--- config.mk ---
export PLATFORM = sky130hd
export DESIGN_NAME = fetch_unit
export DESIGN_NICKNAME = d
export VERILOG_FILES = /design/src/rtl/fetch_unit_pkg.sv /design/src/rtl/fetch_unit_pc_reg.sv /design/src/rtl/fetch_unit.sv
export SDC_FILE = /design/constraint.sdc
export NUM_CORES = 1
export LEC_CHECK = 0
export BUFFER_PORTS_ARGS = -buffer_cell sky130_fd_sc_hd__buf_4
export CORE_MARGIN = 4
export CORE_UTILIZATION = 50
export CTS_CLUSTER_SIZE = 20
export DETAILED_ROUTE_END_ITERATION = 6
export PLACE_DENSITY = 0.79
export SLEW_MARGIN = 20
export SYNTH_ARGS = -nofsm -noshare
export SYNTH_HDL_FRONTEND = slang
export SYNTH_HIERARCHICAL = 1
export SYNTH_SLANG_ARGS = --single-unit
--- constraint.sdc ---
create_clock -name CLK -period 2.5 [get_ports CLK]
set_input_delay 0.5 -clock CLK [delete_from_list [all_inputs] [get_ports CLK]]
set_output_delay 0.5 -clock CLK [all_outputs]
set_load 0.05 [all_outputs]
--- src/rtl/fetch_unit_pkg.sv ---
// rtl/fetch_unit_pkg.sv - shared constants and FSM encoding for the fetch stage
//
// Purpose: FSM state type, default datapath width, default reset PC and the
//          canonical NOP encoding used by benches.
package fetch_unit_pkg;

  localparam int          XLEN_DEFAULT     = 32;
  localparam logic [31:0] RESET_PC_DEFAULT = 32'h0000_0000;
  localparam logic [31:0] NOP_INSTR        = 32'h0000_0013;

  typedef enum logic [1:0] {
    ST_IDLE  = 2'd0,
    ST_REQ   = 2'd1,
    ST_VALID = 2'd2
  } fetch_state_t;

endpackage

--- src/rtl/fetch_unit_pc_reg.sv ---
// rtl/fetch_unit_pc_reg.sv - PC register with one-entry pending update and alignment check
//
// Purpose: holds the PC, applies sequential/redirect updates immediately when
//          no fetch is in flight, otherwise buffers the last update until the
//          fetch retires.
// Ports:
//   clk, rst        clock, asynchronous active-high reset
//   pc_write        commit a next-PC this cycle
//   redirect        next PC = redirect_pc (else pc + 4)
//   redirect_pc     branch/jump target
//   busy            a fetch is in flight (REQ or VALID)
//   retire          this edge is the VALID->IDLE transition
//   pc              current PC
//   pc_plus4        pc + 4, combinational, wraps
//   pend_valid      an update is buffered
//   fault_strobe    misaligned redirect seen this cycle
module pc_reg
  import fetch_unit_pkg::*;
#(
  parameter int               XLEN     = XLEN_DEFAULT,
  parameter logic [XLEN-1:0]  RESET_PC = RESET_PC_DEFAULT
) (
  input  logic            clk,
  input  logic            rst,
  input  logic            pc_write,
  input  logic            redirect,
  input  logic [XLEN-1:0] redirect_pc,
  input  logic            busy,
  input  logic            retire,
  output logic [XLEN-1:0] pc,
  output logic [XLEN-1:0] pc_plus4,
  output logic            pend_valid,
  output logic            fault_strobe
);

  logic [XLEN-1:0] pend_pc;
  logic [XLEN-1:0] target;
  logic            misaligned;
  logic            write_ok;

  assign pc_plus4     = pc + {{(XLEN-3){1'b0}}, 3'd4};
  assign target       = redirect ? redirect_pc : pc_plus4;
  // Only redirect targets can be misaligned; pc+4 preserves alignment.
  assign misaligned   = redirect && (redirect_pc[1:0] != 2'b00);
  assign fault_strobe = pc_write && misaligned;
  assign write_ok     = pc_write && !misaligned;

  always_ff @(posedge clk or posedge rst) begin
    if (rst) begin
      pc         <= RESET_PC;
      pend_pc    <= '0;
      pend_valid <= 1'b0;
    end else if (!busy) begin
      if (write_ok) pc <= target;
    end else if (retire) begin
      // A write landing on the retire edge is the newest, so it beats the buffer.
      pend_valid <= 1'b0;
      if (write_ok)        pc <= target;
      else if (pend_valid) pc <= pend_pc;
    end else if (write_ok) begin
      pend_valid <= 1'b1;
      pend_pc    <= target;
    end
  end

endmodule

--- src/rtl/fetch_unit.sv ---
// rtl/fetch_unit.sv - multicycle instruction fetch stage with instruction register
//
// Purpose: issues word fetches at PC over a req/ready handshake, latches the
//          returned word into INSTR and pulses IRWrite for the decoder.
// Ports:
//   CLK, RST                 clock, asynchronous active-high reset
//   FETCH_EN                 start a fetch at PC (sampled in IDLE only)
//   PC_WRITE/REDIRECT/REDIRECT_PC  next-PC commit from control unit
//   IMEM_REQ/IMEM_ADDR       fetch request and address
//   IMEM_READY/IMEM_RDATA    memory accept + returned word
//   INSTR/INSTR_PC/IRWrite   instruction register, its PC, new-word pulse
//   PC/PC_PLUS4              current PC and PC+4
//   FAULT                    sticky misaligned-redirect flag
module fetch_unit
  import fetch_unit_pkg::*;
#(
  parameter logic [31:0] RESET_PC = RESET_PC_DEFAULT,
  parameter int          XLEN     = XLEN_DEFAULT
) (
  input  logic            CLK,
  input  logic            RST,
  input  logic            FETCH_EN,
  input  logic            PC_WRITE,
  input  logic            REDIRECT,
  input  logic [XLEN-1:0] REDIRECT_PC,
  output logic            IMEM_REQ,
  output logic [XLEN-1:0] IMEM_ADDR,
  input  logic            IMEM_READY,
  input  logic [XLEN-1:0] IMEM_RDATA,
  output logic [XLEN-1:0] INSTR,
  output logic            IRWrite,
  output logic [XLEN-1:0] PC,
  output logic [XLEN-1:0] INSTR_PC,
  output logic [XLEN-1:0] PC_PLUS4,
  output logic            FAULT
);

  fetch_state_t state_q, state_d;
  logic         fetch_defer_q, fetch_defer_d;
  logic         pend_valid;
  logic         fault_strobe;
  logic         start;

  pc_reg #(
    .XLEN     (XLEN),
    .RESET_PC (RESET_PC[XLEN-1:0])
  ) u_pc_reg (
    .clk          (CLK),
    .rst          (RST),
    .pc_write     (PC_WRITE),
    .redirect     (REDIRECT),
    .redirect_pc  (REDIRECT_PC),
    .busy         (state_q != ST_IDLE),
    .retire       (state_q == ST_VALID),
    .pc           (PC),
    .pc_plus4     (PC_PLUS4),
    .pend_valid   (pend_valid),
    .fault_strobe (fault_strobe)
  );

  // A PC write in IDLE wins over a fetch request: the fetch is deferred one
  // cycle so it is issued from the updated PC.
  assign start = (FETCH_EN || fetch_defer_q) && !PC_WRITE && !FAULT
                 && !fault_strobe && !pend_valid;

  always_comb begin
    state_d       = state_q;
    fetch_defer_d = 1'b0;
    case (state_q)
      ST_IDLE: begin
        fetch_defer_d = (FETCH_EN || fetch_defer_q) && PC_WRITE;
        if (start) state_d = ST_REQ;
      end
      ST_REQ:   if (IMEM_READY) state_d = ST_VALID;
      ST_VALID: state_d = ST_IDLE;
      default:  state_d = ST_IDLE;
    endcase
  end

  always_ff @(posedge CLK or posedge RST) begin
    if (RST) begin
      state_q       <= ST_IDLE;
      fetch_defer_q <= 1'b0;
      INSTR         <= '0;
      INSTR_PC      <= '0;
      FAULT         <= 1'b0;
    end else begin
      state_q       <= state_d;
      fetch_defer_q <= fetch_defer_d;
      if (fault_strobe) FAULT <= 1'b1;
      if (state_q == ST_REQ && IMEM_READY) begin
        INSTR    <= IMEM_RDATA;
        INSTR_PC <= PC;
      end
    end
  end

  // Decoded straight from the state register so reset drops them at once.
  assign IMEM_REQ  = (state_q == ST_REQ);
  assign IMEM_ADDR = PC;
  assign IRWrite   = (state_q == ST_VALID);

endmodule

==> results.sh <==
export IMPL_placementRows=43
export IMPL_worst_pin_slew_ns=0.712
export IMPL_die_w_microns=127
export IMPL_cts_buffers=17
export IMPL_clock_latency_ns=0.42
export IMPL_avgSynthCellArea_sq_um=10.6
export IMPL_syn_nets=736
export IMPL_crit_type="reg2out"
export IMPL_clock_root_buffer="clkbuf_16"
export IMPL_grt_overflow=0
export IMPL_slew_limit_headroom_pct=52.5
export IMPL_cp_data_required_time_ns=2.00
export IMPL_final_util_pct=74.8
export IMPL_grt_pass1_vias=6799
export IMPL_grt_first_pass_wirelength_mm=35.5
export IMPL_dpl_hpwl_mm=15.5
export IMPL_die_area_sq_um=16100
export IMPL_ys_types=58
export IMPL_area_growth_pct=46.9
export IMPL_final_common_cell="buf_4"
export IMPL_diodes=0
export IMPL_initialDrtViolationCount=612
export IMPL_antenna_found_initial=0
export IMPL_clkSlewWorstSetupHoldPaths_ns=0.06
export IMPL_synthTopCellsByArea="dfrtp_1 47%, mux2_4 10%, nand2_1 4.1%, buf_4 3.6%, mux2_2 3.0%"
export IMPL_die_h_microns=127
export IMPL_violations="setup timing"
export IMPL_fin_cells=1112
export IMPL_drt_pass1_iterations=6
export IMPL_switching_share_pct=44.4
export IMPL_slew_viol_final=0
export IMPL_peakVddDrop_mv=0.650
export IMPL_io_pins=233
export IMPL_status="complete, but fails checks"
export IMPL_max_clock_freq_mhz=365
export IMPL_synthFlopType="dfrtp_1"
export IMPL_initial_core_util_pct=50.9
export IMPL_ant_nets=0
export IMPL_async_reset_ff_share_pct=100
export IMPL_r2r_start="state_q[0]"
export IMPL_via_per_inst=5.93
export IMPL_synth_edf_count=0
export IMPL_setup_violations=18
export IMPL_ys_warnings_count=6
export IMPL_combPwrFrac_pct=49.3
export IMPL_startpoint="u_pc_reg/pc[6]"
export IMPL_core_area_sq_um=13900
export IMPL_wire_per_inst_microns=21.1
export IMPL_synth_top_area_cell="dfrtp_1"
export IMPL_r2r_end="u_pc_reg/pend_pc[28]"
export IMPL_cp_arrival_ns=2.24
export IMPL_clkPwrFrac_pct=23.9
export IMPL_cts_sinks=133
export IMPL_synth_seq_cells=133
export IMPL_nets=990
export IMPL_drive_gt1_share_pct=53.1
export IMPL_syn_area_sq_um=7070
export IMPL_p_leak_uw=0.00518
export IMPL_power_frac_seq_pct=26.8
export IMPL_finalSetupTns_ns=-2.28
export IMPL_grt_usage_pct=27.7
export IMPL_p_per_area_nw_per_um2=1160
export IMPL_crit_path_end="PC_PLUS4[24]"
export IMPL_routed_wl_mm=23.5
export IMPL_final_cell_mix="276 x buf_4, 111 x dfrtp_1, 74 x nand2_1"
export IMPL_start_kind="flip-flop"
export IMPL_placement_io_buffers=232
export IMPL_clockBufferDepth=2
export IMPL_yosys_area_top_type_share_pct=47.1
export IMPL_vias=6595
export IMPL_seq_area_frac_synth_pct=47.1
export IMPL_drc=0
export IMPL_ff2ff_setup_slack_ns=0.31
export IMPL_timing_hold_ws_ns=0.141
export IMPL_fin_crit_sh_pct=110
export IMPL_cp_end_kind="primary output"
export IMPL_hold_class="in2async"
export IMPL_drv_cap=0
export IMPL_fill_cells=897
export IMPL_hold_viol=0
export IMPL_internal_power_uw=6720
export IMPL_finClkSkew_ns=0.0100
export IMPL_fin_crit_ns=2.74
export IMPL_worst_r2r_cell_count=7
export IMPL_htreeDepth=4
export IMPL_cts_tree="done"
export IMPL_fin_ws_ns=-0.239
export IMPL_grt_max_degree=46
export IMPL_place_congestion=0.914
export IMPL_cp_max_fo=4
export IMPL_p_switching_uw=5360
export IMPL_placed_cells=1058
export IMPL_rsz0062_at_grt="yes"
export IMPL_syn_inst=665
-- synthesized netlist by cell type (2+ instances only) --
| cell type | count |
|---|---|
| a21o_1 | 3 |
| a21oi_1 | 12 |
| a2bb2oi_1 | 2 |
| a311oi_1 | 2 |
| a31oi_1 | 4 |
| and2_1 | 9 |
| and3_1 | 7 |
| and4_1 | 5 |
| buf_2 | 8 |
| buf_4 | 34 |
| buf_6 | 7 |
| clkbuf_1 | 24 |
| dfrtp_1 | 133 |
| inv_1 | 21 |
| mux2_2 | 19 |
| mux2_4 | 49 |
| mux2i_1 | 17 |
| nand2_1 | 77 |
| nand2b_1 | 8 |
| nand3_1 | 19 |
| nand4_1 | 12 |
| nand4_2 | 2 |
| nor2_1 | 27 |
| nor3_1 | 18 |
| nor3b_1 | 4 |
| nor4_1 | 10 |
| nor4b_1 | 2 |
| o211ai_1 | 7 |
| o21a_1 | 4 |
| o21ai_0 | 31 |
| o21ai_1 | 3 |
| o221ai_1 | 6 |
| o22ai_1 | 3 |
| o311a_1 | 2 |
| o31a_1 | 7 |
| o31ai_1 | 20 |
| or2_2 | 14 |
| or4_1 | 2 |
| xnor2_1 | 8 |
| xor2_1 | 5 |
-- per-layer routing --
metal	GRT usage, %	part of all wire (%)
met5	0	0
met4	12.1	3.0
met3	7.24	9.5
met2	45.4	49
met1	34.6	38
-- worst max-delay path: stages, from the launching register on --
cell     delay [ns]
dfrtp_2        0.38
and4_4         0.30
buf_6          0.13
nand4_1        0.22
o31a_1         0.36
or2_4          0.27
buf_6          0.15
-- metrics by stage --
step	power [uW]	instance area (sq um)	worst slack, ns
2_1_floorplan	7170	7160	-0.0889
4_1_cts	11900	10200	-0.173
5_1_grt	12500	10400	-0.258
3_3_place_gp	8740	9130	0.142
3_5_place_dp	8870	9130	0.0651
6_report	12100	10400	-0.239
-- power by group through the flow --
stage | Sequential [uW] | Combinational (uW) | Clock [uW]
6_report | 3240 | 5960 | 2880
5_1_grt | 3310 | 6200 | 3020
4_1_cts | 3220 | 5800 | 2900
3_5_place_dp | 3240 | 5640 | 0
3_3_place_gp | 3170 | 5570 | 0
2_1_floorplan | 4800 | 2370 | 0
-- cell families after synthesis --
kind of cell	count (synthesis)	share of synthesized area (%)
compound gates	116	11.1
xor+xnor	13	1.61
fa+ha+maj	1	0.177
buf+inv	94	7.69
flops	133	47.1
mux	85	15.8
simple gates	223	16.4
-- layout make-up --
cell class | count | area, sq um | share of cell area (%)
Inverter | 21 | 85.1 | 0.820
Timing Repair Buffer | 308 | 2490 | 24.0
Sequential cell | 133 | 3360 | 32.3
Clock buffer | 20 | 457 | 4.40
Clock inverter | 12 | 224 | 2.16
Multi-Input combinational cell | 438 | 3540 | 34.1
Tap cell | 180 | 225 | 2.17
-- timing repair --
item | in CTS | in global routing
setup endpoints to repair | 21 | 21
pin swaps | 16 | 15
resized for setup | 62 | 27
gates cloned | 0 | 0
hold buffers | 0 | 0
setup buffers | 13 | 9
-- worst min path at each step --
stage,from,to,slack (ns)
global route,RST,u_pc_reg/pend_pc[4],0.17
global placement,u_pc_reg/pend_pc[24],u_pc_reg/pend_pc[24],0.45
detailed placement,u_pc_reg/pend_pc[29],u_pc_reg/pend_pc[29],0.46
finish,RST,u_pc_reg/pend_pc[4],0.14
CTS,RST,u_pc_reg/pend_pc[4],0.14
floorplan,u_pc_reg/pend_pc[0],u_pc_reg/pend_pc[0],0.44
Note: power is estimated with default switching activity, not from simulation.
